--- src/rtl/dmem_hold_gen_pkg.sv ---
// Shared types for the data-memory hold sequencer: FSM encoding, address width,
// and the captured load/store command.
package dmem_hold_gen_pkg;

  localparam int MEM_ADDR = 32;

  typedef enum logic [1:0] {
    ST_IDLE = 2'b00,
    ST_REQ  = 2'b01,
    ST_WAIT = 2'b10,
    ST_DONE = 2'b11
  } state_e;

  typedef struct packed {
    logic                we;
    logic [MEM_ADDR-1:0] addr;
    logic [31:0]         wdata;
  } mem_cmd_t;

endpackage

--- src/rtl/dmem_hold_gen_if.sv ---
// Memory-stage request, wait-stated bus and pipeline hold signals of dmem_hold_gen.
// master = the sequencer side, slave = the pipeline/bus environment side.
interface dmem_hold_gen_if;
  import dmem_hold_gen_pkg::*;

  logic                mem_req_i;
  logic                mem_we_i;
  logic [MEM_ADDR-1:0] mem_addr_i;
  logic [31:0]         mem_wdata_i;
  logic                bus_req_o;
  logic                bus_we_o;
  logic [MEM_ADDR-1:0] bus_addr_o;
  logic [31:0]         bus_wdata_o;
  logic                bus_gnt_i;
  logic                bus_rvalid_i;
  logic [31:0]         bus_rdata_i;
  logic                hold_o;
  logic [31:0]         rdata_o;
  logic                rdata_valid_o;
  logic                err_o;

  modport master (
    input  mem_req_i, mem_we_i, mem_addr_i, mem_wdata_i,
    input  bus_gnt_i, bus_rvalid_i, bus_rdata_i,
    output bus_req_o, bus_we_o, bus_addr_o, bus_wdata_o,
    output hold_o, rdata_o, rdata_valid_o, err_o
  );

  modport slave (
    output mem_req_i, mem_we_i, mem_addr_i, mem_wdata_i,
    output bus_gnt_i, bus_rvalid_i, bus_rdata_i,
    input  bus_req_o, bus_we_o, bus_addr_o, bus_wdata_o,
    input  hold_o, rdata_o, rdata_valid_o, err_o
  );

endinterface

--- src/rtl/sat_counter.sv ---
// Saturating up-counter with synchronous clear; tc flags count == LIMIT and
// stops further increments so the value never wraps.
module sat_counter #(
  parameter int WIDTH = 8,
  parameter int LIMIT = 255
) (
  input  logic clk,
  input  logic rst_n,
  input  logic clr,
  input  logic en,
  output logic tc
);

  logic [WIDTH-1:0] count;

  always_ff @(posedge clk or negedge rst_n) begin
    if (!rst_n) begin
      count <= '0;
    end else if (clr) begin
      count <= '0;
    end else if (en && !tc) begin
      count <= count + 1'b1;
    end
  end

  assign tc = (count == WIDTH'(LIMIT));

endmodule

--- src/rtl/dmem_hold_gen.sv ---
// Data-memory access sequencer: runs one request/grant/response bus transaction
// per load/store and holds the pipeline until it completes or times out.
module dmem_hold_gen
  import dmem_hold_gen_pkg::*;
#(
  parameter int TIMEOUT = 255
) (
  input  logic            clk_100MHz,
  input  logic            arst_n,
  dmem_hold_gen_if.master mem_if
);

  localparam int CNT_W = $clog2(TIMEOUT);

  state_e      state_q, state_d;
  mem_cmd_t    cmd_q;
  logic        bus_req_q;
  logic [31:0] rdata_q;
  logic        err_q;

  logic        capture_cmd;
  logic        done_rsp;
  logic        timeout_hit;
  logic        cnt_clr;
  logic        cnt_en;
  logic        cnt_tc;

  sat_counter #(
    .WIDTH (CNT_W),
    .LIMIT (TIMEOUT - 1)
  ) u_timeout_cnt (
    .clk   (clk_100MHz),
    .rst_n (arst_n),
    .clr   (cnt_clr),
    .en    (cnt_en),
    .tc    (cnt_tc)
  );

  // NOTE: every output of this block gets a default first, so no path through
  // the case statement can leave one unassigned and infer a latch.
  always_comb begin
    state_d     = state_q;
    capture_cmd = 1'b0;
    cnt_clr     = 1'b0;
    cnt_en      = 1'b0;
    done_rsp    = 1'b0;
    timeout_hit = 1'b0;
    case (state_q)
      ST_IDLE: begin
        if (mem_if.mem_req_i) begin
          capture_cmd = 1'b1;
          cnt_clr     = 1'b1;
          state_d     = ST_REQ;
        end
      end
      ST_REQ: begin
        cnt_en = 1'b1;
        // A completing handshake beats a simultaneous timeout.
        if (mem_if.bus_gnt_i && mem_if.bus_rvalid_i) begin
          done_rsp = 1'b1;
          state_d  = ST_DONE;
        end else if (cnt_tc) begin
          timeout_hit = 1'b1;
          state_d     = ST_DONE;
        end else if (mem_if.bus_gnt_i) begin
          state_d = ST_WAIT;
        end
      end
      ST_WAIT: begin
        cnt_en = 1'b1;
        if (mem_if.bus_rvalid_i) begin
          done_rsp = 1'b1;
          state_d  = ST_DONE;
        end else if (cnt_tc) begin
          timeout_hit = 1'b1;
          state_d     = ST_DONE;
        end
      end
      ST_DONE: state_d = ST_IDLE;
      default: state_d = ST_IDLE;
    endcase
  end

  // NOTE: state uses non-blocking assignments so every register samples the
  // pre-edge values, independent of statement order.
  // NOTE: async reset clears the command/response registers as well, so an
  // aborted access leaves nothing stale on the bus or the result outputs.
  always_ff @(posedge clk_100MHz or negedge arst_n) begin
    if (!arst_n) begin
      state_q   <= ST_IDLE;
      cmd_q     <= '0;
      bus_req_q <= 1'b0;
      rdata_q   <= '0;
      err_q     <= 1'b0;
    end else begin
      state_q   <= state_d;
      bus_req_q <= (state_d == ST_REQ);
      if (capture_cmd) begin
        cmd_q <= '{we:    mem_if.mem_we_i,
                   addr:  mem_if.mem_addr_i,
                   wdata: mem_if.mem_wdata_i};
      end
      if (done_rsp) begin
        rdata_q <= cmd_q.we ? 32'h0 : mem_if.bus_rdata_i;
        err_q   <= 1'b0;
      end else if (timeout_hit) begin
        rdata_q <= 32'h0;
        err_q   <= 1'b1;
      end
    end
  end

  assign mem_if.bus_req_o     = bus_req_q;
  assign mem_if.bus_we_o      = cmd_q.we;
  assign mem_if.bus_addr_o    = cmd_q.addr;
  assign mem_if.bus_wdata_o   = cmd_q.wdata;
  assign mem_if.rdata_o       = rdata_q;
  assign mem_if.err_o         = err_q;
  assign mem_if.rdata_valid_o = (state_q == ST_DONE);

  // The IDLE term freezes the stage in the very cycle the request shows up;
  // reset gating keeps the hold low while the sequencer is held in reset.
  assign mem_if.hold_o = arst_n &
                         (((state_q == ST_IDLE) && mem_if.mem_req_i) ||
                          (state_q == ST_REQ) || (state_q == ST_WAIT));

endmodule

--- src/flat_wrapper.sv ---
// flat-port wrapper written by rule: the top's interface ports become plain ports
module dmem_hold_gen_flat import dmem_hold_gen_pkg::*;
#(
  parameter int TIMEOUT = 255
)
  (clk_100MHz, arst_n, mem_if_mem_req_i, mem_if_mem_we_i, mem_if_mem_addr_i, mem_if_mem_wdata_i, mem_if_bus_gnt_i, mem_if_bus_rvalid_i, mem_if_bus_rdata_i, mem_if_bus_req_o, mem_if_bus_we_o, mem_if_bus_addr_o, mem_if_bus_wdata_o, mem_if_hold_o, mem_if_rdata_o, mem_if_rdata_valid_o, mem_if_err_o);
  dmem_hold_gen_if mem_if_i ();
  input  logic clk_100MHz;
  input  logic arst_n;
  input wire logic [$bits(mem_if_i.mem_req_i)-1:0] mem_if_mem_req_i;
  input wire logic [$bits(mem_if_i.mem_we_i)-1:0] mem_if_mem_we_i;
  input wire logic [$bits(mem_if_i.mem_addr_i)-1:0] mem_if_mem_addr_i;
  input wire logic [$bits(mem_if_i.mem_wdata_i)-1:0] mem_if_mem_wdata_i;
  input wire logic [$bits(mem_if_i.bus_gnt_i)-1:0] mem_if_bus_gnt_i;
  input wire logic [$bits(mem_if_i.bus_rvalid_i)-1:0] mem_if_bus_rvalid_i;
  input wire logic [$bits(mem_if_i.bus_rdata_i)-1:0] mem_if_bus_rdata_i;
  output wire logic [$bits(mem_if_i.bus_req_o)-1:0] mem_if_bus_req_o;
  output wire logic [$bits(mem_if_i.bus_we_o)-1:0] mem_if_bus_we_o;
  output wire logic [$bits(mem_if_i.bus_addr_o)-1:0] mem_if_bus_addr_o;
  output wire logic [$bits(mem_if_i.bus_wdata_o)-1:0] mem_if_bus_wdata_o;
  output wire logic [$bits(mem_if_i.hold_o)-1:0] mem_if_hold_o;
  output wire logic [$bits(mem_if_i.rdata_o)-1:0] mem_if_rdata_o;
  output wire logic [$bits(mem_if_i.rdata_valid_o)-1:0] mem_if_rdata_valid_o;
  output wire logic [$bits(mem_if_i.err_o)-1:0] mem_if_err_o;
  assign mem_if_i.mem_req_i = mem_if_mem_req_i;
  assign mem_if_i.mem_we_i = mem_if_mem_we_i;
  assign mem_if_i.mem_addr_i = mem_if_mem_addr_i;
  assign mem_if_i.mem_wdata_i = mem_if_mem_wdata_i;
  assign mem_if_i.bus_gnt_i = mem_if_bus_gnt_i;
  assign mem_if_i.bus_rvalid_i = mem_if_bus_rvalid_i;
  assign mem_if_i.bus_rdata_i = mem_if_bus_rdata_i;
  assign mem_if_bus_req_o = mem_if_i.bus_req_o;
  assign mem_if_bus_we_o = mem_if_i.bus_we_o;
  assign mem_if_bus_addr_o = mem_if_i.bus_addr_o;
  assign mem_if_bus_wdata_o = mem_if_i.bus_wdata_o;
  assign mem_if_hold_o = mem_if_i.hold_o;
  assign mem_if_rdata_o = mem_if_i.rdata_o;
  assign mem_if_rdata_valid_o = mem_if_i.rdata_valid_o;
  assign mem_if_err_o = mem_if_i.err_o;
  dmem_hold_gen #(.TIMEOUT(TIMEOUT)) u_core (.clk_100MHz(clk_100MHz), .arst_n(arst_n), .mem_if(mem_if_i));
endmodule
--- config.mk ---
export PLATFORM = sky130hd
export DESIGN_NAME = dmem_hold_gen_flat
export DESIGN_NICKNAME = d
export VERILOG_FILES = /design/src/rtl/dmem_hold_gen_pkg.sv /design/src/rtl/dmem_hold_gen_if.sv /design/src/rtl/sat_counter.sv /design/src/rtl/dmem_hold_gen.sv /design/src/flat_wrapper.sv
export SDC_FILE = /design/constraint.sdc
export NUM_CORES = 1
export LEC_CHECK = 0
export ABC_CLOCK_PERIOD_IN_PS = 1590
export BUFFER_PORTS_ARGS = -buffer_cell sky130_fd_sc_hd__buf_2
export CAP_MARGIN = 40
export CORE_AREA = 2 2 105 107
export CTS_CLUSTER_SIZE = 10
export DETAILED_ROUTE_END_ITERATION = 6
export DIE_AREA = 0 0 107 109
export PLACE_DENSITY = 0.87
export SLEW_MARGIN = 10
export SYNTH_ARGS = -nofsm -noshare
export SYNTH_HDL_FRONTEND = slang
export SYNTH_SLANG_ARGS = --single-unit
--- constraint.sdc ---
create_clock -name clk_100MHz -period 1.59 [get_ports clk_100MHz]
set_input_delay 0.159 -clock clk_100MHz [delete_from_list [all_inputs] [get_ports clk_100MHz]]
set_output_delay 0.159 -clock clk_100MHz [all_outputs]
set_load 0.02 [all_outputs]
==> results of run 1 <==
through the flow:
step           cell area [µm²]   util  setup WS [ns]  power (mW)
2_1_floorplan             4340      -        0.00289        8.64
3_3_place_gp              5580  0.527         -0.383        10.5
3_5_place_dp              5600  0.528         -0.170        10.8
4_1_cts                   6390  0.603         -0.227        13.0
5_1_grt                   6910  0.652         -0.310        14.9
6_report                  6910  0.652         -0.262        14.1
Yosys cell counts, types with 2 or more instances:
library cell | instances | area (µm²)
dfrtp_1 | 109 | 2730
and4_1 | 2 | 17.5
mux2_2 | 65 | 732
nor2_1 | 11 | 41.3
xor2_1 | 3 | 26.3
inv_1 | 4 | 15.0
o31a_1 | 2 | 17.5
nor2b_1 | 2 | 12.5
buf_6 | 3 | 33.8
nand2_1 | 5 | 18.8
xnor2_1 | 2 | 17.5
o211ai_1 | 2 | 15.0
a31oi_1 | 2 | 12.5
buf_2 | 12 | 60.1
a21oi_1 | 2 | 10.0
nand3_1 | 2 | 10.0
o21ai_0 | 6 | 30.0
a22o_1 | 33 | 289
nor3_1 | 2 | 10.0
ha_1 | 8 | 100
per-layer routing:
layer	up-vias	GRT usage	wire, µm
met3	23	0.0365	601
met2	158	0.374	7260
met1	1830	0.221	4950
li1	1612	-	-
met5	-	0	0
met4	0	0.0751	293
worst max-delay path: cells and delay by family (launching register included):
| kind | cells | cell delay, ns |
|---|---|---|
| compound gates | 1 | 0.26 |
| buf+inv | 3 | 0.34 |
| fa+ha+maj | 1 | 0.16 |
| simple gates | 1 | 0.15 |
| flops | 1 | 0.41 |
flip-flops by register name (all words and copies together) (netlist names):
name	count
u_core.mem_if.bus_wdata_o	32
u_core.mem_if.rdata_o	32
u_core.state_q	2
u_core.mem_if.bus_we_o	1
u_core.mem_if.err_o	1
u_core.mem_if.bus_req_o	1
u_core.mem_if.bus_addr_o	32
u_core.u_timeout_cnt.count	8
worst paths after layout:
kind / to / slack, ns / cells after the start
max: mem_if_hold_o / -0.26 / 6
max in group asynchronous: u_core.u_timeout_cnt.count[1] / 0.71 / 3
max reg2reg: u_core.mem_if.bus_wdata_o[5] / -0.16 / 8
min reg2reg: u_core.mem_if.rdata_o[24] / 0.51 / 1
min in group asynchronous: u_core.mem_if.bus_addr_o[5] / 0.41 / 3
min: u_core.mem_if.rdata_o[29] / 0.01 / 2
where the power goes:
group          internal, mW  total, mW  switching, mW
combinational          3.72       7.54           3.82
clock                 0.610       1.67           1.05
sequential             4.11       4.95          0.836
logic make-up (layout without fill, tap and decap cells):
logic type,count (synthesis),in the layout
AOI/OAI and AO/OA,51,51
xor gates and xnor gates,5,5
adders and majority gates,8,8
buffers and inverters,19,302
DFF,109,109
muxes,66,66
and+or+nand+nor,32,32
repair_timing:
action	in CTS	in global routing
setup endpoints to repair	90	100
pin swaps	2	4
hold buffers	41	7
cloned	3	5
gates resized for setup	18	84
endpoints found under the hold margin	149	7
buffers inserted	4	4
final cells by class:
type	instances	area, µm²
Fill cell	758	3690
Sequential cell	109	2730
Timing Repair Buffer	282	2000
Multi-Input combinational cell	162	1810
Tap cell	140	175
Clock buffer	9	124
Clock inverter	7	63.8
Inverter	4	15.0
==> results.cfg, run 1 <==
[power]
max-vdd-ir-drop_uv = 954
p_leak_nw = 3.52
power_density_mw_per_mm2 = 2050

[timing]
clock_skew_ns = 0.0126
maxSlewHeadroom = 0.624
hold_ws_ns = 0.0101
hold_violations = 0
maxSlewViolCount = 0
worst_pin_slew_ns = 0.564
rsz0062_at_grt = true
fin_crit_sh = 1.16
layout_setup_ws_ns = -0.262
period_needed_ns = 1.85
finalSetupTns_ns = -10.70
fmax_ghz = 0.540
finalSetupViolations = 92

[yosys]
syn_area_mm2 = 0.00433
syn-mean-instance-area_um2 = 14.9
synth_top_family_by_area = multiplexers
synth.distinct_cells = 33
synth_nets = 400
synthXorXnorAreaFrac = 0.0101
async_flop_share = 1.00
synth-seq-area-share = 0.630
synth-simple-area-share = 0.0436
synth_edf_count = 0
synthCells = 290
ys.flop_type = dfrtp_1
yosys.area_share.adder = 0.0231
ys_ff_latch = 109
synth_compound_gate_area_share = 0.0965
yosysWarnings = 0
muxShareOfSynthArea = 0.171

[run_status]
status = complete, but fails checks
violations = negative setup slack

[placement]
place_congestion = 0.775
hpwlAfterDp_um = 7220
numPortBuffers = 202
place_inst = 633

[die]
die_w_um = 107
io_pins = 203
die_height_um = 109
rows = 38
start_util = 0.408
die_area_mm2 = 0.0117
coreArea_mm2 = 0.0106

[final_layout]
stdcell_count = 713
final_common_cell = buf_2
drive_gt1_frac = 0.592
final_nets = 678
final_cell_mix = buf_2 (199), dfrtp_1 (108), mux2_4 (57)
synthToLayoutAreaGrowth_pct = 59.7
diodes = 0

[routing]
via_per_inst = 5.08
wl_per_cell_um = 18.4
vias = 3623
wl_um = 13100
ant_nets = 0
drt_iter0_markers = 288
first_pass_iters = 4
drc = 0

[critical_path]
startpoint = u_core.state_q[0]
critPathCaptureType = output pin
cp_cell_sequence = inv_2 -> ha_4 -> and2_4 -> buf_6 -> o31a_1 -> buf_6
cp_max_fo = 3
worst_path_most_repeated_cell = buf_6
startpoint_type = flip-flop
critPathKind = reg2out
crit_arrival_ns = 1.69
slowest_stage = dfrtp_1
required_ns = 1.43
timing.rr.start = u_core.state_q[0]
slowest_delay_ns = 0.41

[clock_network]
clock_latency_ns = 0.37
cts_buffers = 9
ctsHtreeMaxLevel = 3
clk_path_buf_depth = 2
clk_pin_slew_worst_paths_ns = 0.12
cts_tree = built
cts_root_buf = clkbuf_8
clkSinkCount = 109

[grt]
overflow = 0
grt_pass1_wl_um = 18000
grt_pass1_vias = 3721
grt_usage = 0.198
grt_start_max_net_pins = 110
antenna_found_initial = 0

[job]
cap_violations = 0

[min_path]
hold_class = in2reg
worstHoldStart = mem_if_bus_rdata_i[29]
No activity file was read; power rests on OpenSTA's default activity.
==> inputs of run 2 (changes only) <==
==> constraint.sdc (replaced) <==
create_clock -name clk_100MHz -period 1.59 [get_ports clk_100MHz]
set_input_delay 0.159 -clock clk_100MHz [delete_from_list [all_inputs] [get_ports clk_100MHz]]
set_output_delay 0.159 -clock clk_100MHz [all_outputs]
set_load 0.05 [all_outputs]
==> run 2 against run 1 <==
  * The run still ends with negative setup slack left
  * First-iteration DRC count down 27%
  * Critical path type is now reg2reg
  * Non-clock buffer count down 36
  * Global-route usage down 1.3 points
  * Register-to-register slack worse by 0.12 ns
  * Core utilization down 6.0 points
  * Fmax down 1.0%
  * Cell count down 5.0%
  * Clock skew about the same
  * Critical endpoint is now u_core.mem_if.rdata_o[1]
  * Wire length down 15%
==> results.cfg, run 2 (synthesis gave the netlist of run 1 again) <==
[die]
rows = 38
io_pins = 203
die_area_mm2 = 0.0117
die_height_um = 109
coreArea_mm2 = 0.0106
die_w_um = 107
start_util = 0.408

[placement]
place_congestion = 0.754
hpwlAfterDp_um = 7320
place_inst = 635
numPortBuffers = 202

[timing]
fin_crit_sh = 1.18
worst_pin_slew_ns = 0.590
maxSlewViolCount = 0
hold_violations = 0
layout_setup_ws_ns = -0.281
clock_skew_ns = 0.0124
finalSetupViolations = 109
rsz0062_at_grt = true
finalSetupTns_ns = -17.78
fmax_ghz = 0.534
maxSlewHeadroom = 0.607
period_needed_ns = 1.87

[final_layout]
fillCellCount = 795
diodes = 0
final_common_cell = buf_2
synthToLayoutAreaGrowth_pct = 45.1
final_nets = 642
drive_gt1_frac = 0.637
final_cell_mix = buf_2 (199), dfrtp_1 (108), mux2_2 (65)
fin_util = 0.592
stdcell_count = 677

[grt]
grt_pass1_vias = 3507
overflow = 0
grt_start_max_net_pins = 110
grt_usage = 0.185
grt_pass1_wl_um = 17000
antenna_found_initial = 0

[clock_network]
clkSinkCount = 109
clk_pin_slew_worst_paths_ns = 0.10
cts_buffers = 9
ctsHtreeMaxLevel = 3
clock_latency_ns = 0.36
cts_tree = built
clk_path_buf_depth = 2
cts_root_buf = clkbuf_8

[run_status]
status = complete, but fails checks
violations = negative setup slack

[job]
cap_violations = 0

[critical_path]
critPathCaptureType = flip-flop
startpoint_type = flip-flop
cp_max_fo = 29
critPathKind = reg2reg
required_ns = 1.83
crit_arrival_ns = 2.11

[routing]
ant_nets = 0
drc = 0
via_per_inst = 4.92
wl_per_cell_um = 16.4
wl_um = 11100
first_pass_iters = 4
drt_iter0_markers = 211
vias = 3334

[min_path]
hold_class = in2reg
run 2: cell types whose count changed in the layout (fill, tap and decap cells not counted), sizes merged:
cell / delta
dlygate4sd3: -38
buf: +5
clkbuf: -4
clkinv: +4
inv: -3
bufbuf: +2
clkinvlp: -2
run 2: area by class of cell:
class / instances / area, µm² / area share
well taps: 140 / 175 / 0.0279
multi-input cells: 162 / 1620 / 0.257
clock buffers: 10 / 138 / 0.0219
flip-flops and latches: 109 / 2730 / 0.435
repair buffers: 246 / 1560 / 0.248
clock inverters: 6 / 45.0 / 0.00717
inverters: 4 / 17.5 / 0.00279
run 2: final timing paths:
kind                                      startpoint                            end  slack [ns]  cells after the start
max in group asynchronous                     arst_n      u_core.mem_if.rdata_o[14]        0.72                      3
min reg2reg                u_core.mem_if.rdata_o[10]      u_core.mem_if.rdata_o[10]        0.50                      1
min                           mem_if_mem_wdata_i[21]  u_core.mem_if.bus_wdata_o[21]        0.02                      2
max                                u_core.state_q[0]       u_core.mem_if.rdata_o[1]       -0.28                      8
max reg2reg                        u_core.state_q[0]       u_core.mem_if.rdata_o[1]       -0.28                      8
min in group asynchronous                     arst_n    u_core.mem_if.bus_addr_o[5]        0.39                      3
run 2: layer usage:
metal,global-route usage,wire [µm],up-vias
li1,-,-,1544
met1,0.222,4450,1649
met2,0.324,5820,127
met3,0.0400,651,14
met4,0.0788,187,0
met5,0,0,-
run 2: critical path, stage by stage, from the launching register on:
cell and delay (ns):
dfrtp_1 0.44, inv_2 0.11, ha_4 0.18, buf_4 0.14, a21oi_1 0.23, buf_4 0.18, nor3_4 0.06, buf_12 0.17
a22o_1 0.24
run 2: per-stage QoR:
stage / hold slack, ns / worst slack (ns) / cell area (µm²)
after floorplan: -0.137 / -0.00593 / 4350
after global placement: 0.294 / -0.00274 / 5640
after detailed placement: 0.305 / -0.141 / 5640
after CTS: 0.000898 / -0.243 / 6120
after global routing: 0.000434 / -0.303 / 6280
final: 0.0170 / -0.281 / 6280
run 2: timing repair:
item                                    in CTS  in global routing
setup buffers                                8                  5
resized for setup                           22                 21
endpoints found under the hold margin      114                  4
pin swaps                                    3                  7
gates cloned                                 3                  0
endpoints found under the setup margin      89                110
hold buffers                                 6                  4
Power of run 2 is not shown: default switching activity piles up to over one toggle a cycle in this logic, so the estimate is an artifact.
==> inputs of run 3 (changes only) <==
--- a/config.mk
+++ b/config.mk
@@ -5,14 +5,15 @@
 export SDC_FILE = /design/constraint.sdc
 export NUM_CORES = 1
 export LEC_CHECK = 0
+export ABC_AREA = 1
 export ABC_CLOCK_PERIOD_IN_PS = 1590
 export BUFFER_PORTS_ARGS = -buffer_cell sky130_fd_sc_hd__buf_2
 export CAP_MARGIN = 40
-export CORE_AREA = 2 2 105 107
+export CORE_AREA = 2 2 110 112
 export CTS_CLUSTER_SIZE = 10
 export DETAILED_ROUTE_END_ITERATION = 6
-export DIE_AREA = 0 0 107 109
-export PLACE_DENSITY = 0.87
+export DIE_AREA = 0 0 112 114
+export PLACE_DENSITY = 0.83
 export SLEW_MARGIN = 10
 export SYNTH_ARGS = -nofsm -noshare
 export SYNTH_HDL_FRONTEND = slang
==> run 3 against run 2 <==
  * The flow still finishes with violations (negative setup slack)
  * Wire length increased by 6.3%
  * First-iteration DRC count increased by 0.95%
  * Global-route usage is 0.24 points lower
  * Setup slack gained 0.19 ns
  * Critical path depth decreased by 2
  * Largest cell class unchanged
==> results.cfg, run 3 <==
[job]
cap_violations = 0

[yosys]
synth.distinct_cells = 29
ys.flop_type = dfrtp_1
synth_nets = 627
synth_area_leaders = dfrtp_1 (60%), nand2_1 (23%), nand3_1 (4.5%), ha_1 (2.2%), clkbuf_1 (1.2%)
syn-mean-instance-area_um2 = 8.79
synth_edf_count = 0
async_flop_share = 1.00
synthCells = 517
netlist.area_leader.share = 0.600
synth_top_area_cell = dfrtp_1
syn_area_mm2 = 0.00455
synth-seq-area-share = 0.600
ys_ff_latch = 109
yosysWarnings = 0
synth_commonest_cells = nand2_1 (282), dfrtp_1 (109), nand3_1 (41)
synthMostInstantiatedCell = nand2_1

[die]
start_util = 0.388
io_pins = 203
rows = 40
die_area_mm2 = 0.0128
die_w_um = 112
die_height_um = 114
coreArea_mm2 = 0.0117

[routing]
drt_iter0_markers = 213
drc = 0
via_per_inst = 4.67
ant_nets = 0
wl_per_cell_um = 13.3
wl_um = 11800
vias = 4156
first_pass_iters = 5

[min_path]
min_to = u_core.mem_if.bus_wdata_o[9]
hold_depth = 3
hold_class = in2reg
worstHoldStart = mem_if_mem_wdata_i[9]

[final_layout]
final_cell_mix = nand2_1 (282), buf_2 (199), dfrtp_1 (108)
fin_util = 0.540
multi_input_area_mm2 = 0.00170
drive_gt1_frac = 0.357
synthToLayoutAreaGrowth_pct = 39.0
finish.instance_area_mm2 = 0.00632
final_common_cell = nand2_1
seqCellArea_mm2 = 0.00273
final_nets = 847
fillCellCount = 1079

[grt]
grt_start_max_net_pins = 80
grt_pass1_wl_um = 19000
antenna_found_initial = 1
grt_pass1_vias = 3899
grt_usage = 0.183
overflow = 0

[run_status]
status = complete, but fails checks
violations = negative setup slack

[timing]
layout_setup_ws_ns = -0.0929
clock_skew_ns = 0.00757
maxSlewViolCount = 0
finalSetupViolations = 2
maxSlewHeadroom = 0.723
period_needed_ns = 1.68
worst_pin_slew_ns = 0.416
rsz0062_at_grt = true
hold_violations = 0
fin_crit_sh = 1.06
hold_ws_ns = 0.00909
fmax_ghz = 0.594

[critical_path]
cp_max_fo = 3
critPathKind = reg2out
required_ns = 1.43
crit_arrival_ns = 1.52
startpoint_type = flip-flop
worstRegToRegCells = 9
timing.rr.start = u_core.state_q[1]
reg2reg_to = u_core.mem_if.rdata_o[16]
critPathCaptureType = output pin
r2r_setup_slack_ns = 0

[clock_network]
cts_tree = built
cts_buffers = 9
clock_latency_ns = 0.34
clk_path_buf_depth = 2
clkSinkCount = 109
cts_root_buf = clkbuf_16
clk_pin_slew_worst_paths_ns = 0.08
ctsHtreeMaxLevel = 3

[placement]
hpwlAfterDp_um = 8200
place_congestion = 0.821
numPortBuffers = 202
place_area_mm2 = 0.00581

[power]
power_density_mw_per_mm2 = 2560
max-vdd-ir-drop_uv = 1210
p_leak_nw = 3.63
## run 3: changes by cell type after synthesis, sizes merged, moves of 3 or more
cell and delta:
nor3 -3, a22o -33, mux2 -65, o21ai -3, inv +10, o31ai +3, buf -6, nand3 +39
clkbuf +14, a31oi -3, nand2 +283
## run 3: layout make-up
class                           count  area share
Sequential cell                   109       0.432
Tap cell                          147      0.0291
Clock buffer                       11      0.0384
Timing Repair Buffer              232       0.215
Inverter                           15     0.00970
Clock inverter                      5     0.00673
Multi-Input combinational cell    370       0.269
Antenna cell                        1    0.000396
## run 3: worst max-delay path: stages, from the launching register on
cell     delay (ns)
dfrtp_1        0.40
buf_6          0.14
ha_4           0.17
inv_4          0.06
nand2_4        0.06
o21a_4         0.21
buf_8          0.15
## run 3: layer usage
layer | routed length [µm] | share of wire | vias to the layer above | GRT usage
met4 | 216 | 0.018 | 2 | 0.0488
met5 | 13 | 0.0011 | - | 0
li1 | - | - | 2044 | -
met1 | 4980 | 0.42 | 1933 | 0.245
met2 | 5830 | 0.49 | 153 | 0.302
met3 | 767 | 0.065 | 24 | 0.0436
## run 3: report_power, final
part | total, mW | internal [mW] | switching [mW]
clock network | 2.14 | 1.13 | 1.01
logic | 9.22 | 2.35 | 6.87
registers | 4.80 | 4.07 | 0.733
total | 16.2 | 7.55 | 8.62
## run 3: through the flow
step	setup slack [ns]	power (mW)	std cells	setup TNS, ns
2_1_floorplan	-0.0175	11.4	517	-0.0175
3_3_place_gp	0.0563	13.5	860	0
3_5_place_dp	-0.00685	13.7	860	-0.0168
4_1_cts	-0.0795	16.1	885	-0.0795
5_1_grt	-0.138	17.2	889	-3.51
6_report	-0.0929	16.2	890	-0.0950
## run 3: worst max-delay path by stage
stage                            startpoint                         to  slack (ns)
after floorplan           u_core.state_q[0]              mem_if_hold_o       -0.02
after global placement    u_core.state_q[0]   u_core.mem_if.rdata_o[5]        0.06
after detailed placement  u_core.state_q[1]  u_core.mem_if.rdata_o[29]      -0.007
after CTS                 u_core.state_q[0]              mem_if_hold_o       -0.08
after global routing      u_core.state_q[0]              mem_if_hold_o       -0.14
final                     u_core.state_q[0]              mem_if_hold_o       -0.09
## run 3: logic make-up after synthesis
family / count (synthesis) / synth area share
xor gates and xnor gates: 2 / 0.00385
buffers and inverters: 38 / 0.0396
AOI/OAI and AO/OA: 16 / 0.0278
DFF: 109 / 0.600
adders and majority gates: 8 / 0.0220
and+or+nand+nor: 344 / 0.307
## run 3: timing repair
action	CTS	global route
setup endpoints to repair	23	96
hold buffers	6	0
cloned	0	2
hold endpoints to repair	114	0
pin swaps	2	3
gates resized for setup	11	11
setup buffers	3	2
